===== src/rtl/mem_responder.sv =====
// mem_responder: services core data reads, writes and 32-bit fetches from a
// single-port synchronous SRAM with configurable wait states.
module mem_responder #(
    parameter int WAIT_CYCLES = 1
) (
    input  logic        clk,
    input  logic        rst,
    input  logic [19:0] addr,
    input  logic [15:0] wdata,
    input  logic        rd,
    input  logic        wr,
    input  logic        instr,
    input  logic        rd_done,
    output logic [15:0] rdata,
    output logic [31:0] instr_data,
    output logic        busy,
    output logic        ready,
    output logic        cack,
    output logic [19:0] sram_addr,
    output logic [15:0] sram_wdata,
    output logic        sram_re,
    output logic        sram_we,
    input  logic [15:0] sram_rdata
);
    typedef enum logic [2:0] {S_IDLE, S_WAIT, S_RD0, S_RD1, S_CAP, S_HOLD, S_WR, S_WACK} state_t;

    localparam int         W_INIT   = (WAIT_CYCLES > 0) ? WAIT_CYCLES - 1 : 0;
    localparam logic [3:0] CNT_INIT = 4'(W_INIT);

    state_t      state_q, state_d;
    logic [3:0]  cnt_q, cnt_d;
    logic [19:0] a_q, a_d;
    logic [15:0] d_q, d_d;
    logic        is_wr_q, is_wr_d;
    logic        is_fetch_q, is_fetch_d;
    logic        cack_q, cack_d;
    logic [15:0] rdata_q, rdata_d;
    logic [31:0] instr_q, instr_d;

    always_comb begin
        state_d    = state_q;
        cnt_d      = cnt_q;
        a_d        = a_q;
        d_d        = d_q;
        is_wr_d    = is_wr_q;
        is_fetch_d = is_fetch_q;
        cack_d     = 1'b0;
        rdata_d    = rdata_q;
        instr_d    = instr_q;
        case (state_q)
            S_IDLE: if (rd || wr) begin
                // write wins when rd and wr arrive together
                a_d        = addr;
                d_d        = wdata;
                is_wr_d    = wr;
                is_fetch_d = !wr && instr;
                cack_d     = 1'b1;
                cnt_d      = CNT_INIT;
                state_d    = (WAIT_CYCLES == 0) ? (wr ? S_WR : S_RD0) : S_WAIT;
            end
            S_WAIT: if (cnt_q == 4'd0) state_d = is_wr_q ? S_WR : S_RD0;
                    else cnt_d = cnt_q - 4'd1;
            S_RD0:  state_d = is_fetch_q ? S_RD1 : S_CAP;
            S_RD1: begin
                instr_d[15:0] = sram_rdata;
                state_d       = S_CAP;
            end
            S_CAP: begin
                if (is_fetch_q) instr_d[31:16] = sram_rdata;
                else rdata_d = sram_rdata;
                state_d = S_HOLD;
            end
            S_HOLD: if (rd_done) state_d = S_IDLE;
            S_WR:   state_d = S_WACK;
            S_WACK: state_d = S_IDLE;
            default: state_d = S_IDLE;
        endcase
    end

    always_ff @(posedge clk or negedge rst) begin
        if (!rst) begin
            state_q    <= S_IDLE;
            cnt_q      <= 4'd0;
            a_q        <= 20'd0;
            d_q        <= 16'd0;
            is_wr_q    <= 1'b0;
            is_fetch_q <= 1'b0;
            cack_q     <= 1'b0;
            rdata_q    <= 16'd0;
            instr_q    <= 32'd0;
        end else begin
            state_q    <= state_d;
            cnt_q      <= cnt_d;
            a_q        <= a_d;
            d_q        <= d_d;
            is_wr_q    <= is_wr_d;
            is_fetch_q <= is_fetch_d;
            cack_q     <= cack_d;
            rdata_q    <= rdata_d;
            instr_q    <= instr_d;
        end
    end

    // high half of a fetch comes from A+1, wrapping at the top of the address space
    assign sram_addr  = (state_q == S_RD1) ? a_q + 20'd1 : a_q;
    assign sram_wdata = d_q;
    assign sram_re    = (state_q == S_RD0) || (state_q == S_RD1);
    assign sram_we    = state_q == S_WR;
    assign busy       = state_q != S_IDLE;
    assign ready      = (state_q == S_HOLD) || (state_q == S_WACK);
    assign cack       = cack_q;
    assign rdata      = rdata_q;
    assign instr_data = instr_q;
endmodule


===== config.mk =====
export PLATFORM = sky130hd
export DESIGN_NAME = mem_responder
export DESIGN_NICKNAME = d
export VERILOG_FILES = /design/src/rtl/mem_responder.sv
export SDC_FILE = /design/constraint.sdc
export NUM_CORES = 1
export LEC_CHECK = 0
export CAP_MARGIN = 20
export CORE_ASPECT_RATIO = 0.8
export CORE_MARGIN = 2
export CORE_UTILIZATION = 40
export DETAILED_ROUTE_END_ITERATION = 10
export PLACE_DENSITY = 0.72
export SLEW_MARGIN = 25
export SYNTH_ARGS = -nofsm -noshare
export SYNTH_HDL_FRONTEND = slang
export SYNTH_SLANG_ARGS = --single-unit
export TNS_END_PERCENT = 100

===== constraint.sdc =====
create_clock -name clk -period 2.4 [get_ports clk]
set_input_delay 0.72 -clock clk [delete_from_list [all_inputs] [get_ports clk]]
set_output_delay 0.72 -clock clk [all_outputs]
set_load 0.02 [all_outputs]

# ---- Word-level counts from Yosys, hierarchy flattened
# Index checks and enable logic that the tools add are counted.
dict set report op_classes {
  n_shift 0
  n_bitwise 1
  muxes 12
  eq_ne 11
  div_mod_pow 0
  multipliers 0
  order_cmp 0
  reduce_logical 14
  add_sub_neg 2
}
# operator count
set op_table {}
lappend op_table {{$pmux 3 s8} 1}
lappend op_table {{$add 20x1->20 const B} 1}
lappend op_table {{$mux 20} 1}
lappend op_table {{$mux 3} 5}
lappend op_table {{$eq 3x3->1 const B} 4}
lappend op_table {{$mux 4} 2}
lappend op_table {{$ne 2x2->1 const B} 4}
lappend op_table {{$pmux 4 s2} 1}
lappend op_table {{$eq 3x2->1 const B} 2}
lappend op_table {{$reduce_and 2->1} 3}
lappend op_table {{$reduce_and 3->1} 2}
lappend op_table {{$logic_not 4->1} 1}
lappend op_table {{$sub 4x1->4 const B} 1}
lappend op_table {{$eq 3x1->1 const B} 1}
lappend op_table {{$logic_not 3->1} 1}
lappend op_table {{$logic_or 1x1->1} 3}
lappend op_table {{$reduce_bool 3->1} 1}
lappend op_table {{$mux 1} 2}
lappend op_table {{$reduce_bool 2->1} 1}
lappend op_table {{$logic_and 1x1->1} 1}
lappend op_table {{$logic_not 1->1} 1}
lappend op_table {{$not 1->1} 1}
dict set report totals {
  mem_bits_ro 0
  ramBits 0
  latchBits 0
  register_bits 94
  wordCells 50
  n_memories 0
}

# ---- Depth between registers and ports, before layout
dict set report logic_depth {
  depth_word 3
  depth_mapped 6
  ltp_nobuf 6
}

# ---- Worst setup path after synthesis
# Ideal clock, no wire load.
dict set report synth_path {
  path_type {register to output}
  start {reg state_q[1]}
  end {out sram_addr[3]}
  t_required_ps 1680
  stages_incl_launch_ff 6
  setup_slack_ps -46
  arrival_time_ps 1726
  n_path_buf 1
  cell_sequence {dfrtp_1 > nor2b_1 > and2_1 > buf_2 > nand4_1 > xnor2_1}
}
dict set report synth_via {
  elab_chain_len 2
}
# element line
set synth_lines {}
lappend synth_lines {{from (decl)} 30} ;# state_t state_q, state_d;
lappend synth_lines {{from (signal assigned)} 92} ;# state_q <= state_d;
lappend synth_lines {{$eq 3x2->1} 105} ;# assign sram_addr = (state_q == S_RD1) ? a_q + 20'd1 : a_q;
lappend synth_lines {{$mux 20} 105}
lappend synth_lines {{to (decl)} 19} ;# output logic [19:0] sram_addr,
# Every way passes these cells.

# ---- Worst setup path after layout
dict set report layout_path {
  start {reg a_q[0]}
  end {out sram_addr[15]}
}
dict set report layout_via {
  elab_chain_len 2
}
# element line
set layout_lines {}
lappend layout_lines {{from (decl)} 32} ;# logic [19:0] a_q, a_d;
lappend layout_lines {{from (signal assigned)} 84} ;# a_q <= 20'd0;
lappend layout_lines {{from (signal assigned)} 94} ;# a_q <= a_d;
lappend layout_lines {{$add 20x1->20} 105}
lappend layout_lines {{$mux 20} 105}
# Every way passes these cells.

==> metrics.md <==
| Metric | Value |
|---|---|
| Cts hold-fix bufs | `0` |
| Sw Pwr | `roughly 3500 uW` |
| Synth area leaders | `dfrtp_1 (57%), mux2_2 (17%), nand2_1 (5.9%), xnor2_1 (3.8%), mux2_1 (1.4%)` |
| Gate power share | `0.544` |
| Sw frac | `0.376` |
| DIE WIDTH | `roughly 120 um` |
| Syn nets | `389` |
| ANT nets after route | `0` |
| Critical Path End Type | `output port` |
| Tcrit/Tclk final | `1.11` |
| Leading cell type in the layout, fill and taps excluded | `clkdlybuf4s50_1` |
| Setup-failing EPs final | `15` |
| DP HPWL | `7400 um` |
| Worst setup margin | `-0.271 ns` |
| Die height | `94.6 um` |
| Slew at the pin closest to its max-slew limit | `0.488 ns` |
| Worst Hold Class | `in2async` |
| Async S/R FF share, synth | `1.00` |
| Setup TNS | `-2.63 ns` |
| Yosys warning count | `0` |
| Power Internal | `5830 uW` |
| Clock Sinks | `94` |
| Largest net degree at the start of global routing | `between 40 and 50` |
| CP Data Required Time | `1.68 ns` |
| Post-synth EDFFs | `0` |
| Cell taking the most area after synthesis | `dfrtp_1` |
| DRT iter0 DRCs | `160` |
| Static leakage | `~0.0029 uW` |
| Seq pwr share | `0.306` |
| First-pass GRT wire length | `between 15000 and 20000 um` |
| Drt drc | `0` |
| Most frequent cells in the layout | `clkdlybuf4s50_1 (121), dfrtp_1 (94), buf_4 (65)` |
| Place WS | `-0.291 ns` |
| Signal arrival time at the worst endpoint | `between 1.5 and 2 ns` |
| Boundary Pins | `approximately 150` |
| Via count of the first global-routing pass | `roughly 3300` |
| Fill count | `819` |
| Failing checks | `setup timing` |
| CTS tree | `done` |
| H-tree level count | `3` |
| Diodes inserted | `0` |
| Vias per cell | `4.75` |
| Clk_lat worst skew | `0.34 ns` |
| Average size of a mapped cell | `between 10 and 15 um2` |
| RSZ-0062 raised after global routing | `yes` |
| Synthesized area | `about 4000 um2` |
| P per Cell Area | `1440 nW/um2` |
| Max Cap Viol | `0` |
| Fmax | `374 MHz` |
| Max Transition Viols Final | `0` |
| Cell count after synthesis | `328` |
| Clock buffer depth | `2` |
| Drt pass-1 iters | `4` |
| Post-synthesis register bit count | `94` |
| Critical Path Fanout Max | `3` |
| TritonCTS buffer count | `9` |
| Final GP Congestion | `~0.74` |
| Final hold vios | `0` |
| Rel. slew slack | `0.675` |
| Worst setup SP type | `flip-flop` |
| GRT overflow | `0` |
| FP Rows | `33` |
| Via Count | `around 3200` |
| Initial Util | `0.406` |
| Buffers on Ports | `146` |
| Worst-case clock skew | `0.00535 ns` |
| Layout cell share with drive strength beyond 1 | `0.335` |
| Core area | `about 10000 um2` |
| Full die area | `11100 um2` |
| Dpl cells | `637` |
| Clock Tree Root | `clkbuf_16` |
| Routed wire per std cell | `15.4 um` |
| Clk pwr share | `0.150` |
| Top cell type's share of synthesized area | `0.573` |
| GR Util All Layers | `0.188` |
| Initial antenna violation count | `0` |
| Nets | `591` |
| Clk slew on worst S/H paths | `0.06 ns` |
| Final Critical Period | `2.67 ns` |
| Synth cell types | `38` |
| Maximum VDD drop | `0.650 mV` |
| Critical path class | `reg2out` |
| Final non-filler cell total | `slightly below 700` |
| Status | `finished, violations left` |
| Synthesis-to-finish area growth | `58.2%` |
| Dominant synthesized flop cell | `dfrtp_1` |
| Routed WL | `around 10000 um` |
| Sequential area share after synthesis | `0.573` |
cell type report:
| type | count | area (um2) | area share |
|---|---|---|---|
| clock buffer | 11 | 233 | 0.0358 |
| clock inverter | 5 | 58.8 | 0.00905 |
| inverter | 6 | 22.5 | 0.00347 |
| multi-input combinational | 213 | 1750 | 0.270 |
| sequential | 94 | 2350 | 0.362 |
| tap | 140 | 175 | 0.0270 |
| timing repair buffer | 206 | 1900 | 0.293 |
power by group through the flow:
| stage | Combinational, uW | Clock, uW | Sequential [uW] |
|---|---|---|---|
| 2_1_floorplan | 1820 | 0 | 3580 |
| 3_3_place_gp | 4830 | 0 | 2820 |
| 3_5_place_dp | 4930 | 0 | 2870 |
| 4_1_cts | 4940 | 1430 | 2860 |
| 5_1_grt | 5440 | 1500 | 2970 |
| 6_report | 5080 | 1400 | 2860 |
routing by layer:
layer / vias to the layer above / share of wire / track usage
li1: 1524 / - / -
met4: 0 / 0.014 / 0.0578
met5: - / 0 / 0
met3: 14 / 0.080 / 0.0668
met2: 97 / 0.48 / 0.297
met1: 1574 / 0.43 / 0.244
cell families (layout without fill, tap and decap cells):
kind of cell	after synthesis	after routing	synth area share
AOI/OAI and AO/OA	15	15	0.0238
xor gates and xnor gates	22	22	0.0469
adders and majority gates	3	3	0.00914
buffers and inverters	21	228	0.0280
DFF	94	94	0.573
muxes	67	67	0.184
and+or+nand+nor	106	106	0.135
registers in the layout (all words and copies together) (netlist names):
register and flops:
instr_data 32, cnt_q 4, rdata 16, is_wr_q 1, state_q 3, cack 1
is_fetch_q 1, a_q 20, sram_wdata 16
worst max-delay path, cell delays in order, from the launching register on:
cell	delay, ns
dfrtp_1	0.37
buf_4	0.12
buf_6	0.08
nand4_1	0.17
buf_4	0.20
nor4_4	0.19
nand4_1	0.15
xnor2_1	0.15
buf_2	0.18
through the flow:
step / instance area (um2) / util / hold WS, ns / power (uW)
final: 6490 / 0.642 / 0.346 / 9350
after detailed placement: 5960 / 0.589 / 0.461 / 7800
after global placement: 5960 / 0.589 / 0.459 / 7650
after global routing: 6490 / 0.642 / 0.370 / 9910
after CTS: 6300 / 0.623 / 0.356 / 9230
after floorplan: 4110 / - / 0.424 / 5400
repair_timing:
action                     CTS  global route
pin swaps                   13            17
setup endpoints to repair   24            20
resized for setup          126            21
buffers inserted             8            15
cells in the mapped netlist, drive strengths merged (3+ instances only):
master and n:
dfrtp 94, mux2 67, nand2 64, xnor2 18, buf 14, nand4 9
nand3 7, inv 6, nor2 5, nor3 5, o21ai 4, xor2 4
and2 3, ha 3, nand3b 3, nor4 3
path summary, 6_finish.rpt:
kind                                       startpoint                    endpoint  slack, ns  cells after the start
hold / removal                                    rst              cack$_DFF_PN0_       0.35                      1
setup / recovery                   a_q[0]$_DFFE_PN0P_               sram_addr[15]      -0.27                      8
hold reg to reg            instr_data[14]$_DFFE_PN0P_  instr_data[14]$_DFFE_PN0P_       0.47                      2
max in group asynchronous                         rst  instr_data[20]$_DFFE_PN0P_       1.48                      2
setup reg to reg               state_q[1]$_DFFE_PN0P_          a_q[5]$_DFFE_PN0P_       0.47                      7
min in group clk           instr_data[14]$_DFFE_PN0P_  instr_data[14]$_DFFE_PN0P_       0.47                      2
No activity file was read; power rests on OpenSTA's default activity.
